===== src/rtl/reconfig_image_ctrl_if.sv =====
// Device-side reconfiguration bus: the controller drives the enable/trigger/select lines,
// and the device returns an asynchronous error flag.
interface reconfig_image_ctrl_if #(
   parameter int unsigned CBSEL_W = 2
);
   logic               cfg_ENA;
   logic               cfg_CONFIG;
   logic [CBSEL_W-1:0] cfg_CBSEL;
   logic               cfg_ERROR;

   modport master (
      output cfg_ENA,
      output cfg_CONFIG,
      output cfg_CBSEL,
      input  cfg_ERROR
   );

   modport slave (
      input  cfg_ENA,
      input  cfg_CONFIG,
      input  cfg_CBSEL,
      output cfg_ERROR
   );
endinterface


===== src/rtl/reconfig_image_ctrl.sv =====
// Reconfiguration sequencer: SETUP/PULSE/WAIT per attempt, retries, then golden-image fallback.
// Optional IDLE watchdog compiled in with `define RECONFIG_WATCHDOG_EN.
module reconfig_image_ctrl #(
   parameter int unsigned CBSEL_W    = 2,
   parameter int unsigned GOLDEN_IMG = 0,
   parameter int unsigned SETUP_CYC  = 16,
   parameter int unsigned PULSE_CYC  = 8,
   parameter int unsigned TMO_CYC    = 1024,
   parameter int unsigned MAX_RETRY  = 2,
   parameter int unsigned WDT_CYC    = 65536,
   localparam int unsigned RC_W      = (MAX_RETRY > 0) ? $clog2(MAX_RETRY + 1) : 1
) (
   input  logic                  clk,
   input  logic                  rstn,
   input  logic                  req,
   input  logic [CBSEL_W-1:0]    req_img,
   input  logic                  wdt_kick,
   reconfig_image_ctrl_if.master cfg,
   output logic                  busy,
   output logic                  fault,
   output logic [RC_W-1:0]       retry_cnt
);

   localparam logic [2:0] IDLE  = 3'd0;
   localparam logic [2:0] SETUP = 3'd1;
   localparam logic [2:0] PULSE = 3'd2;
   localparam logic [2:0] WAIT  = 3'd3;
   localparam logic [2:0] FAULT = 3'd4;

   localparam int unsigned CNT_MAX_A = (SETUP_CYC > PULSE_CYC) ? SETUP_CYC : PULSE_CYC;
   localparam int unsigned CNT_MAX   = (CNT_MAX_A > TMO_CYC) ? CNT_MAX_A : TMO_CYC;
   localparam int unsigned CNT_W     = $clog2(CNT_MAX + 1);

   localparam logic [CBSEL_W-1:0] GOLD = CBSEL_W'(GOLDEN_IMG);

   logic [2:0]         state_q, state_d;
   logic [CNT_W-1:0]   cnt_q, cnt_d;
   logic [CBSEL_W-1:0] target_q, target_d;
   logic [RC_W-1:0]    rc_q, rc_d;
   logic               err_meta_q, err_sync_q;
   logic               ena_q, ena_d;
   logic               config_q, config_d;
   logic [CBSEL_W-1:0] cbsel_q, cbsel_d;
   logic               busy_q, busy_d;
   logic               fault_q, fault_d;
   logic               start;
   logic [CBSEL_W-1:0] start_img;

`ifdef RECONFIG_WATCHDOG_EN
   localparam int unsigned WDT_W = $clog2(WDT_CYC + 1);

   logic [WDT_W-1:0] wdt_q, wdt_d;
   logic             wdt_fire;

   // A kick in the same cycle as expiry restarts the count instead of firing.
   always_comb begin
      wdt_fire = (state_q == IDLE) && !wdt_kick && (wdt_q == WDT_W'(WDT_CYC - 1));
      if (state_q != IDLE || wdt_kick || wdt_fire) begin
         wdt_d = '0;
      end else begin
         wdt_d = wdt_q + WDT_W'(1);
      end
      start     = req | wdt_fire;
      start_img = wdt_fire ? GOLD : req_img;
   end

   always_ff @(posedge clk or negedge rstn) begin
      if (!rstn) begin
         wdt_q <= '0;
      end else begin
         wdt_q <= wdt_d;
      end
   end
`else
   logic unused_wdt;
   assign unused_wdt = wdt_kick ^ (WDT_CYC == 0);

   always_comb begin
      start     = req;
      start_img = req_img;
   end
`endif

   always_comb begin
      state_d  = state_q;
      target_d = target_q;
      rc_d     = rc_q;
      cnt_d    = (cnt_q == CNT_W'(CNT_MAX)) ? cnt_q : cnt_q + CNT_W'(1);

      case (state_q)
         IDLE: begin
            if (start) begin
               target_d = start_img;
               rc_d     = '0;
               state_d  = SETUP;
            end
         end
         SETUP: begin
            if (cnt_q == CNT_W'(SETUP_CYC - 1)) state_d = PULSE;
         end
         PULSE: begin
            if (cnt_q == CNT_W'(PULSE_CYC - 1)) state_d = WAIT;
         end
         WAIT: begin
            if (err_sync_q || cnt_q == CNT_W'(TMO_CYC - 1)) begin
               if (rc_q < RC_W'(MAX_RETRY)) begin
                  rc_d    = rc_q + RC_W'(1);
                  state_d = SETUP;
               end else if (target_q != GOLD) begin
                  target_d = GOLD;
                  rc_d     = '0;
                  state_d  = SETUP;
               end else begin
                  state_d = FAULT;
               end
            end
         end
         FAULT: state_d = FAULT;
         default: state_d = IDLE;
      endcase

      // Every transition changes state, so this also covers WAIT -> SETUP retries.
      if (state_d != state_q) cnt_d = '0;

      ena_d    = state_d inside {SETUP, PULSE, WAIT};
      config_d = (state_d == PULSE);
      busy_d   = (state_d != IDLE);
      fault_d  = (state_d == FAULT);
      if (state_d == FAULT) begin
         cbsel_d = '0;
      end else if (ena_d) begin
         cbsel_d = target_d;
      end else begin
         cbsel_d = cbsel_q;
      end
   end

   always_ff @(posedge clk or negedge rstn) begin
      if (!rstn) begin
         err_meta_q <= 1'b0;
         err_sync_q <= 1'b0;
         state_q    <= IDLE;
         cnt_q      <= '0;
         target_q   <= GOLD;
         rc_q       <= '0;
         ena_q      <= 1'b0;
         config_q   <= 1'b0;
         cbsel_q    <= GOLD;
         busy_q     <= 1'b0;
         fault_q    <= 1'b0;
      end else begin
         err_meta_q <= cfg.cfg_ERROR;
         err_sync_q <= err_meta_q;
         state_q    <= state_d;
         cnt_q      <= cnt_d;
         target_q   <= target_d;
         rc_q       <= rc_d;
         ena_q      <= ena_d;
         config_q   <= config_d;
         cbsel_q    <= cbsel_d;
         busy_q     <= busy_d;
         fault_q    <= fault_d;
      end
   end

   assign cfg.cfg_ENA    = ena_q;
   assign cfg.cfg_CONFIG = config_q;
   assign cfg.cfg_CBSEL  = cbsel_q;
   assign busy           = busy_q;
   assign fault          = fault_q;
   assign retry_cnt      = rc_q;

endmodule

===== src/flat_wrapper.sv =====
// flat-port wrapper written by rule: the top's interface ports become plain ports
module reconfig_image_ctrl_flat 
#(
   parameter int unsigned CBSEL_W    = 2,
   parameter int unsigned GOLDEN_IMG = 0,
   parameter int unsigned SETUP_CYC  = 16,
   parameter int unsigned PULSE_CYC  = 8,
   parameter int unsigned TMO_CYC    = 1024,
   parameter int unsigned MAX_RETRY  = 2,
   parameter int unsigned WDT_CYC    = 65536,
   localparam int unsigned RC_W      = (MAX_RETRY > 0) ? $clog2(MAX_RETRY + 1) : 1
)
  (clk, rstn, req, req_img, wdt_kick, busy, fault, retry_cnt, cfg_cfg_ENA, cfg_cfg_CONFIG, cfg_cfg_CBSEL, cfg_cfg_ERROR);
  reconfig_image_ctrl_if #(.CBSEL_W(CBSEL_W)) cfg_i ();
  input  logic clk;
  input  logic rstn;
  input  logic req;
  input  logic [CBSEL_W-1:0] req_img;
  input  logic wdt_kick;
  output logic busy;
  output logic fault;
  output logic [RC_W-1:0] retry_cnt;
  output wire logic [$bits(cfg_i.cfg_ENA)-1:0] cfg_cfg_ENA;
  output wire logic [$bits(cfg_i.cfg_CONFIG)-1:0] cfg_cfg_CONFIG;
  output wire logic [$bits(cfg_i.cfg_CBSEL)-1:0] cfg_cfg_CBSEL;
  input wire logic [$bits(cfg_i.cfg_ERROR)-1:0] cfg_cfg_ERROR;
  assign cfg_cfg_ENA = cfg_i.cfg_ENA;
  assign cfg_cfg_CONFIG = cfg_i.cfg_CONFIG;
  assign cfg_cfg_CBSEL = cfg_i.cfg_CBSEL;
  assign cfg_i.cfg_ERROR = cfg_cfg_ERROR;
  reconfig_image_ctrl #(.CBSEL_W(CBSEL_W), .GOLDEN_IMG(GOLDEN_IMG), .SETUP_CYC(SETUP_CYC), .PULSE_CYC(PULSE_CYC), .TMO_CYC(TMO_CYC), .MAX_RETRY(MAX_RETRY), .WDT_CYC(WDT_CYC)) u_core (.clk(clk), .rstn(rstn), .req(req), .req_img(req_img), .wdt_kick(wdt_kick), .cfg(cfg_i), .busy(busy), .fault(fault), .retry_cnt(retry_cnt));
endmodule

===== config.mk =====
export PLATFORM = sky130hd
export DESIGN_NAME = reconfig_image_ctrl_flat
export DESIGN_NICKNAME = d
export VERILOG_FILES = /design/src/rtl/reconfig_image_ctrl_if.sv /design/src/rtl/reconfig_image_ctrl.sv /design/src/flat_wrapper.sv
export SDC_FILE = /design/constraint.sdc
export NUM_CORES = 1
export LEC_CHECK = 0
export ABC_AREA = 1
export BUFFER_PORTS_ARGS = -buffer_cell sky130_fd_sc_hd__buf_2
export CAP_MARGIN = 40
export CORE_ASPECT_RATIO = 1.5
export CORE_MARGIN = 5
export CORE_UTILIZATION = 51
export DETAILED_ROUTE_END_ITERATION = 16
export GPL_TIMING_DRIVEN = 0
export PLACE_DENSITY = 0.74
export RECOVER_POWER = 100
export SLEW_MARGIN = 15
export SYNTH_ARGS = -nofsm -noshare
export SYNTH_HDL_FRONTEND = slang
export SYNTH_SLANG_ARGS = --single-unit
export TNS_END_PERCENT = 20

===== constraint.sdc =====
create_clock -name clk -period 1.45 [get_ports clk]
set_input_delay 0.145 -clock clk [delete_from_list [all_inputs] [get_ports clk]]
set_output_delay 0.145 -clock clk [all_outputs]
set_load 0.03 [all_outputs]

# After elaboration in Yosys (flattened, before gate mapping)
# Cells that the tools add are included.
dict set report word_totals {
  regBits 26
  output_inout_bits 8
  elab_cells 60
}
dict set report op_classes {
  n_addsub 2
  magnitude_cmp 1
  n_eq_ne 17
  muxes 21
  reduce_logical 8
}
# op n
set op_table {}
lappend op_table {{$mux 11} 2}
lappend op_table {{$mux 2} 10}
lappend op_table {{$mux 3} 6}
lappend op_table {{$pmux 3 s5} 1}
lappend op_table {{$eq 3x2->1 const B} 4}
lappend op_table {{$add 11x1->11 const B} 1}
lappend op_table {{$eq 11x10->1 const B} 1}
lappend op_table {{$eq 11x11->1 const B} 1}
lappend op_table {{$eq 11x3->1 const B} 1}
lappend op_table {{$eq 11x4->1 const B} 1}
lappend op_table {{$pmux 2 s2} 2}
lappend op_table {{$eq 3x1->1 const B} 2}
lappend op_table {{$eq 3x3->1 const B} 2}
lappend op_table {{$reduce_bool 2->1} 3}
lappend op_table {{$reduce_bool 3->1} 2}
lappend op_table {{$ne 2x2->1 const B} 2}
lappend op_table {{$reduce_and 4->1} 1}
lappend op_table {{$logic_not 3->1} 1}
lappend op_table {{$ne 3x1->1 const B} 1}
lappend op_table {{$ne 3x3->1} 1}
lappend op_table {{$add 2x1->2 const B} 1}
lappend op_table {{$lt 2x2->1 const B} 1}
lappend op_table {{$ne 2x1->1 const B} 1}
lappend op_table {{$logic_or 1x1->1} 1}

# Logic depth before layout (Yosys ltp)
# Gate-level depths: netlist (run 1).
dict set report logic_depth {
  word_depth 9
  ltp_mapped 11
  mapped_depth_nobuf 11
}

# Worst setup path before layout (run 1)
# Ideal clock, no wire load.
dict set report synth_timing {
  path_type {register to register}
  startpoint {register u_core.cnt_q[0]}
  endpoint {register u_core.cnt_q[5]}
  setup_ps 69
  arrival_time_ps 1470
  t_required_ps 1381
  slack_ps -89
  path_stages_with_launch 12
  period_less_slack_ps 1539
  cell_sequence {dfrtp_1 > ha_1 > nand2_2 > inv_1 > nand2_1 > nor2_1 > nand3_1 > inv_1 > a31oi_1 > nand2_2 > buf_6 > nor2_2}
}
dict set report synth_via {
  elab_chain_cells 6
  elab_cells_between_ends 14
}
# item line
set synth_lines {}
lappend synth_lines {{from (decl)} reconfig_image_ctrl.sv:37} ;# logic [CNT_W-1:0] cnt_q, cnt_d;
lappend synth_lines {{from (signal assigned)} reconfig_image_ctrl.sv:155} ;# cnt_q <= cnt_d;
lappend synth_lines {{$eq 11x10->1} reconfig_image_ctrl.sv:105} ;# if (err_sync_q || cnt_q == CNT_W'(TMO_CYC - 1)) begin
lappend synth_lines {{$logic_or 1x1->1} reconfig_image_ctrl.sv:105}
lappend synth_lines {{$mux 3} reconfig_image_ctrl.sv:105}
lappend synth_lines {{$pmux 3 s5} reconfig_image_ctrl.sv:90} ;# case (state_q)
lappend synth_lines {{$ne 3x3->1} reconfig_image_ctrl.sv:123} ;# if (state_d != state_q) cnt_d = '0;
lappend synth_lines {{$ne 2x2->1 (no line) or $mux 11 (tied branches)} -}
# Several ways; a longest one is shown, not always the timed one. The select of a mux whose other input is x is not followed.
# A chain may end at the register's enable or synchronous reset.

# Final worst setup path (run 1)
dict set report layout_timing {
  startpoint {register u_core.cnt_q[0]}
  endpoint {register u_core.cnt_q[9]}
}
# Same word-level chain as after synthesis.

==> results of run 1 <==
==> timing repair <==
item,4_1_cts,5_1_grt
resized for setup,12,9
hold buffers,2,0
pin swaps,3,10
endpoints found under the hold margin,27,0
endpoints found under the setup margin,21,24
buffers inserted,8,4
gates cloned,0,1
==> state kept, by name, summed over array words and instances (netlist names) <==
register,count
u_core.cnt_q,11
u_core.err_meta_q,1
u_core.cfg.cfg_ENA,1
u_core.err_sync_q,1
u_core.state_q,3
u_core.retry_cnt,2
u_core.cfg.cfg_CONFIG,1
u_core.cfg.cfg_CBSEL,2
u_core.busy,1
u_core.target_q,2
u_core.fault,1
==> where the power goes <==
group | internal (W) | leakage [nW] | switching, W
Combinational | 0.000460 | 0.465 | 0.000708
Clock | 0.000370 | 0.0357 | 0.000227
Sequential | 0.000882 | 0.330 | 0.000148
Total | 0.00171 | 0.832 | 0.00108
==> tightest hold or removal path, cell delays in order <==
cell     delay, ns
buf_2         0.09
inv_1         0.04
o21ai_1       0.08
==> path summary, 6_finish.rpt <==
check / cells past startpoint / from / slack [ns] / to
max in group asynchronous: 2 / rstn / 0.60 / u_core.state_q[2]
min in group asynchronous: 2 / rstn / 0.41 / u_core.cnt_q[4]
max reg2reg: 11 / u_core.cnt_q[0] / -0.24 / u_core.cnt_q[9]
min: 3 / req_img[1] / 0.13 / u_core.target_q[1]
min reg2reg: 0 / u_core.err_meta_q / 0.37 / u_core.err_sync_q
max: 11 / u_core.cnt_q[0] / -0.24 / u_core.cnt_q[9]
==> kinds of logic after synthesis <==
| kind of cell | count (synthesis) | synth area share, % |
|---|---|---|
| AND/OR/NAND/NOR | 86 | 34.85 |
| AO/OA/AOI/OAI | 9 | 4.023 |
| adder cells (fa/ha/maj) | 2 | 1.787 |
| buffers and inverters | 25 | 7.239 |
| flip-flops | 26 | 46.47 |
| XOR/XNOR | 9 | 5.630 |
==> routing by layer <==
metal,global-route usage (%),wire length [um],vias up
met3,2.806,79,7
met4,8.523,66,0
met1,19.33,1134,569
met5,0,0,-
met2,31.63,1808,17
li1,-,-,548
==> layout by cell type, fill, tap and decap left out, types with 8 or more instances in the layout <==
cell type,synthesis,final
nor2_2,13,13
xor2_1,8,8
inv_1,21,19
buf_4,0,10
nor2_1,14,13
dfrtp_1,26,25
clkbuf_1,0,9
nand2_1,29,27
nand3_1,9,8
==> layout make-up <==
| type | count | area (sq um) |
|---|---|---|
| Fill cell | 221 | 865.8 |
| Timing Repair Buffer | 28 | 190.2 |
| Clock buffer | 3 | 41.29 |
| Buffer | 1 | 15.01 |
| Multi-Input combinational cell | 106 | 716.9 |
| Sequential cell | 26 | 651.9 |
| Clock inverter | 1 | 30.03 |
| Inverter | 24 | 90.09 |
| Tap cell | 37 | 46.29 |
==> per-stage QoR <==
stage | hold slack, ns | setup TNS, ns | cell area [sq um] | std cells | total power (W)
after global routing | 0.1574 | -4.311 | 1782 | 226 | 0.002979
after CTS | 0.1477 | -1.749 | 1712 | 221 | 0.002691
after global placement | 0.1649 | -3.110 | 1519 | 207 | 0.001928
after floorplan | -0.1506 | -0.6946 | 1408 | 157 | 0.001745
final | 0.1331 | -2.768 | 1782 | 226 | 0.002794
after detailed placement | 0.1778 | -3.784 | 1519 | 207 | 0.001959
==> impl_metrics.csv, run 1 <==
group,metric,value,unit
status,status,"finished, violations left",
status,violations,"negative setup slack",
timing,skew,0.002915,ns
power_and_ir_drop,vdd_drop_max,1.267,mV
floorplanning,fp.dieH,74.17,um
cts,clkSlewWorstSetupHoldPaths,0.09,ns
route,ant_nets,0,
synth,synthMostInstantiatedCell,"nand2_1",
worst_setup_path,start_kind,"flip-flop",
synth,synth_top_area_cell,"dfrtp_1",
floorplanning,die_w,52.78,um
global_routing,grt_remaining_overflow,0,
synth,netlist_instances,157,
job,drv_cap,0,
synth,syn_nets,166,
timing,setup_viol,18,
route,drc,0,
floorplanning,num_io_pins,15,
cts,cts_tree,"built",
worst_setup_path,cp-end-kind,"flip-flop",
floorplanning,start_util,52.88,%
timing,setup_ws,-0.2378,ns
global_routing,antenna_found_initial,0,
route,routed_wl,3.089,mm
route,wl_per_cell,13.67,um
timing,clock.fmax,592.5,MHz
cts,root_buffer,"clkbuf_8",
route,vias_per_cell,5.049,
synth,ys_warn_count,0,
synth,ys_types,25,
global_routing,grt_usage,17.45,%
synth,ys_seq_area_share,46.47,%
placed_design,gp_congestion,0.8186,
power_and_ir_drop,power_density,1568,nW/um^2
cts,clock_path_buffers,2,
synth,ys_top_cells_by_area,"dfrtp_1 (46%), nand2_1 (7.8%), nor2_2 (5.8%)",
timing,slew_headroom,58.82,%
placed_design,io_buffer_count,13,
synth,synthTopCellsByCount,"nand2_1 (29), dfrtp_1 (26), inv_1 (21)",
timing,report.final.hold_viol_count,0,
cts,clk_latency,0.27,ns
global_routing,grt_max_degree,27,
synth,yosys_most_used_dff,"dfrtp_1",
layout,syn2layout_area_growth,27.26,%
route,via_count,1141,
layout,n_antenna_cell,0,
synth,ys_seq_elements,26,
route,drtIter0Drc,47,
timing,worstMarginPinSlew,0.6177,ns
cts,cts_inserted_buffers,3,
worst_hold_path,hp-class,"input port to flip-flop",
placed_design,dp_hpwl,2.012,mm
worst_setup_path,cp_top_family,"simple AND/OR/NAND/NOR gates",
timing,rsz0062_at_grt,"yes",
floorplanning,row_count,23,
worst_setup_path,crit_top_cell,"nand2_4",
worst_setup_path,path_cells,"ha_4 > nand2_4 > inv_1 > nand2_2 > nor2_1 > nand3_2 > inv_2 > a31oi_2 > nand2_4 > clkbuf_16 > nor2_2",
worst_setup_path,critical_path.slowest_cell,"dfrtp_1",
synth,synth_area_per_cell,8.918,sq um
timing,slew_viol_final,0,
global_routing,first_global_vias,1168,
floorplanning,die_area,3915,sq um
timing,finalCritPeriodShare,116.4,%
cts,htree_levels,1,
worst_setup_path,crit_type,"flip-flop to flip-flop",
cts,clock-sinks,26,
layout,drive_gt1_share,34.92,%
synth,synth.top_cell.area_share,46.47,%
timing,layout_min_cycle_time,1.688,ns
floorplanning,core,2648,sq um
worst_setup_path,critPathMaxFanout,5,
global_routing,grt_pass1_wl,5.050,mm
worst_setup_path,worstPathArrival,1.90,ns
layout,layout.nets,199,
worst_setup_path,path_buf_inv,3,
worst_setup_path,critPathMaxStageDelay,0.43,ns
synth,synth_edf_count,0,
route,firstDrtPassIters,4,
placed_design,place_ws,-0.2383,ns
worst_setup_path,critPathRequiredTime,1.66,ns
power_and_ir_drop,p_leak,0.8315,nW
synth,synth.cell_area,1400,sq um
layout,final_util,67.30,%
synth,async_flop_share,100.0,%
(Power assumes the default switching activity.)
==> inputs of run 2 (changes only) <==
--- a/config.mk
+++ b/config.mk
@@ -8,12 +8,14 @@
 export ABC_AREA = 1
 export BUFFER_PORTS_ARGS = -buffer_cell sky130_fd_sc_hd__buf_2
 export CAP_MARGIN = 40
+export CELL_PAD_IN_SITES_DETAIL_PLACEMENT = 2
+export CELL_PAD_IN_SITES_GLOBAL_PLACEMENT = 2
 export CORE_ASPECT_RATIO = 1.5
 export CORE_MARGIN = 5
-export CORE_UTILIZATION = 51
+export CORE_UTILIZATION = 32
 export DETAILED_ROUTE_END_ITERATION = 16
 export GPL_TIMING_DRIVEN = 0
-export PLACE_DENSITY = 0.74
+export PLACE_DENSITY = 0.83
 export RECOVER_POWER = 100
 export SLEW_MARGIN = 15
 export SYNTH_ARGS = -nofsm -noshare
==> impl_metrics.csv, run 2 (same netlist as run 1, synthesis figures left out) <==
group,metric,value,unit
global_routing,grt_pass1_wl,7.203,mm
worst_setup_path,critical_path.slowest_cell,"dfrtp_1",
cts,cts_inserted_buffers,3,
layout,final_common_cell,"nand2_1",
cts,clock-sinks,26,
layout,syn2layout_area_growth,38.61,%
worst_setup_path,critPathRequiredTime,1.62,ns
worst_setup_path,critPathMaxStageDelay,0.44,ns
cts,clock_path_buffers,2,
placed_design,dp_hpwl,2.868,mm
route,ant_nets,0,
power_and_ir_drop,power_density,1605,nW/um^2
route,wl_per_cell,19.47,um
cts,clk_latency,0.29,ns
worst_setup_path,r2r_cells,10,
placed_design,dpl.cell_count,216,
floorplanning,die_area,5825,sq um
worst_hold_path,hp-class,"input port to flip-flop",
global_routing,grt_usage,16.17,%
layout,drive_gt1_share,43.88,%
power_and_ir_drop,vdd_drop_max,0.8943,mV
floorplanning,num_io_pins,15,
global_routing,grt_max_degree,27,
route,firstDrtPassIters,4,
layout,layout.nets,206,
worst_hold_path,hold_start,"req_img[0]",
timing,slew_viol_final,0,
power_and_ir_drop,power.total,0.003114,W
timing,finalCritPeriodShare,120.9,%
worst_setup_path,path_cells,"ha_4 > nand2_4 > nor2_8 > nand3_4 > nand3_4 > buf_4 > nand2_1 > nor2_2 > buf_4 > o22ai_1",
floorplanning,core,4245,sq um
worst_setup_path,crit_cells,10,
worst_setup_path,worstPathArrival,1.92,ns
floorplanning,start_util,32.98,%
layout,final_util,45.71,%
worst_hold_path,min_path_cells,3,
timing,worstMarginPinSlew,0.6707,ns
placed_design,io_buffer_count,13,
floorplanning,die_w,64.01,um
layout,reg_top3,"u_core.cnt_q x11, u_core.state_q x3",
status,status,"finished, violations left",
floorplanning,row_count,29,
timing,report.final.hold_viol_count,0,
route,routed_wl,4.712,mm
route,drc,0,
timing,setup_viol,20,
timing,setup_ws,-0.3037,ns
power_and_ir_drop,p_leak,0.8852,nW
timing,skew,0.001928,ns
timing,clock.fmax,570.2,MHz
worst_setup_path,crit_type,"flip-flop to flip-flop",
route,vias_per_cell,5.004,
layout,final_cells,242,
worst_setup_path,cp_top_family,"simple AND/OR/NAND/NOR gates",
worst_setup_path,worstSetupStartpoint,"u_core.cnt_q[0]",
worst_setup_path,cp-end-kind,"flip-flop",
timing,rsz0062_at_grt,"yes",
worst_setup_path,r2r_start,"u_core.cnt_q[0]",
floorplanning,fp.dieH,91.01,um
job,drv_cap,0,
global_routing,first_global_vias,1474,
worst_setup_path,critPathMaxFanout,5,
layout,largest_reg_flops,11,
timing,slew_headroom,55.29,%
placed_design,gp_congestion,0.7063,
global_routing,antenna_found_initial,0,
cts,root_buffer,"clkbuf_8",
cts,cts_tree,"built",
timing,layout_min_cycle_time,1.754,ns
global_routing,grt_remaining_overflow,0,
layout,n_antenna_cell,0,
worst_setup_path,path_buf_inv,2,
cts,clkSlewWorstSetupHoldPaths,0.09,ns
layout,layout_common_cells,"nand2_1 (25), dfrtp_1 (22), inv_1 (18)",
layout,top_register,"u_core.cnt_q",
cts,htree_levels,1,
worst_setup_path,start_kind,"flip-flop",
route,via_count,1211,
route,drtIter0Drc,12,
status,violations,"negative setup slack",
-- run 2: cell types whose count changed in the layout (fill, tap and decap cells not counted), moves of 2 or more --
cell,previous run,this run
o21ai_2,0,2
nand2_2,5,7
buf_4,10,16
dfrtp_2,1,4
buf_6,1,3
nand2_1,27,25
nor2_1,13,10
nor2_4,4,7
dfrtp_1,25,22
-- run 2: worst min-delay path, cell delays in order --
cell and delay [ns]:
buf_2 0.10, inv_1 0.05, o21ai_2 0.07
-- run 2: where the power goes --
group,internal [W],leakage (nW),total (W),switching (W)
Clock,0.000371,0.0357,0.000626,0.000256
Sequential,0.000887,0.326,0.00108,0.000189
Combinational,0.000558,0.524,0.00141,0.000853
Total,0.00182,0.885,0.00311,0.00130
-- run 2: path summary, 6_finish.rpt --
check | end | slack (ns)
min in group asynchronous | u_core.cnt_q[5] | 0.42
setup / recovery | u_core.retry_cnt[1] | -0.30
max in group asynchronous | u_core.state_q[1] | 0.56
hold reg to reg | u_core.err_sync_q | 0.36
setup reg to reg | u_core.retry_cnt[1] | -0.30
hold / removal | u_core.target_q[0] | 0.11
-- run 2: per-layer routing --
layer	vias to the layer above	share of wire, %	GRT usage [%]	wire, um
li1	565	-	-	-
met2	30	62	33.31	2926
met3	18	3.8	3.704	181
met5	-	0	0	0
met4	0	5.2	7.799	246
met1	598	29	13.31	1358
-- run 2: cell type report --
class	count	area [sq um]
buffer	1	20.02
fill	448	2305
tap	46	57.56
sequential	26	655.6
clock inverter	1	30.03
inverter	24	90.09
timing repair buffer	35	256.5
clock buffer	3	41.29
multi-input combinational	106	789.5
-- run 2: metrics by stage --
stage | area [sq um] | setup TNS (ns) | worst slack (ns) | hold slack (ns)
6_report | 1941 | -4.801 | -0.3037 | 0.1136
5_1_grt | 1941 | -7.162 | -0.4058 | 0.1217
4_1_cts | 1853 | -3.264 | -0.2220 | 0.1181
3_5_place_dp | 1530 | -4.783 | -0.2975 | 0.1916
3_3_place_gp | 1530 | -4.000 | -0.2996 | 0.1785
2_1_floorplan | 1408 | -0.6946 | -0.07080 | -0.1506
-- run 2: repair_timing --
item                       in CTS  in global routing
resized for setup              33                 12
buffers inserted               13                  6
hold buffers                    2                  0
cloned                          1                  0
setup endpoints to repair      22                 24
hold endpoints to repair       27                  0
pin swaps                      11                 10
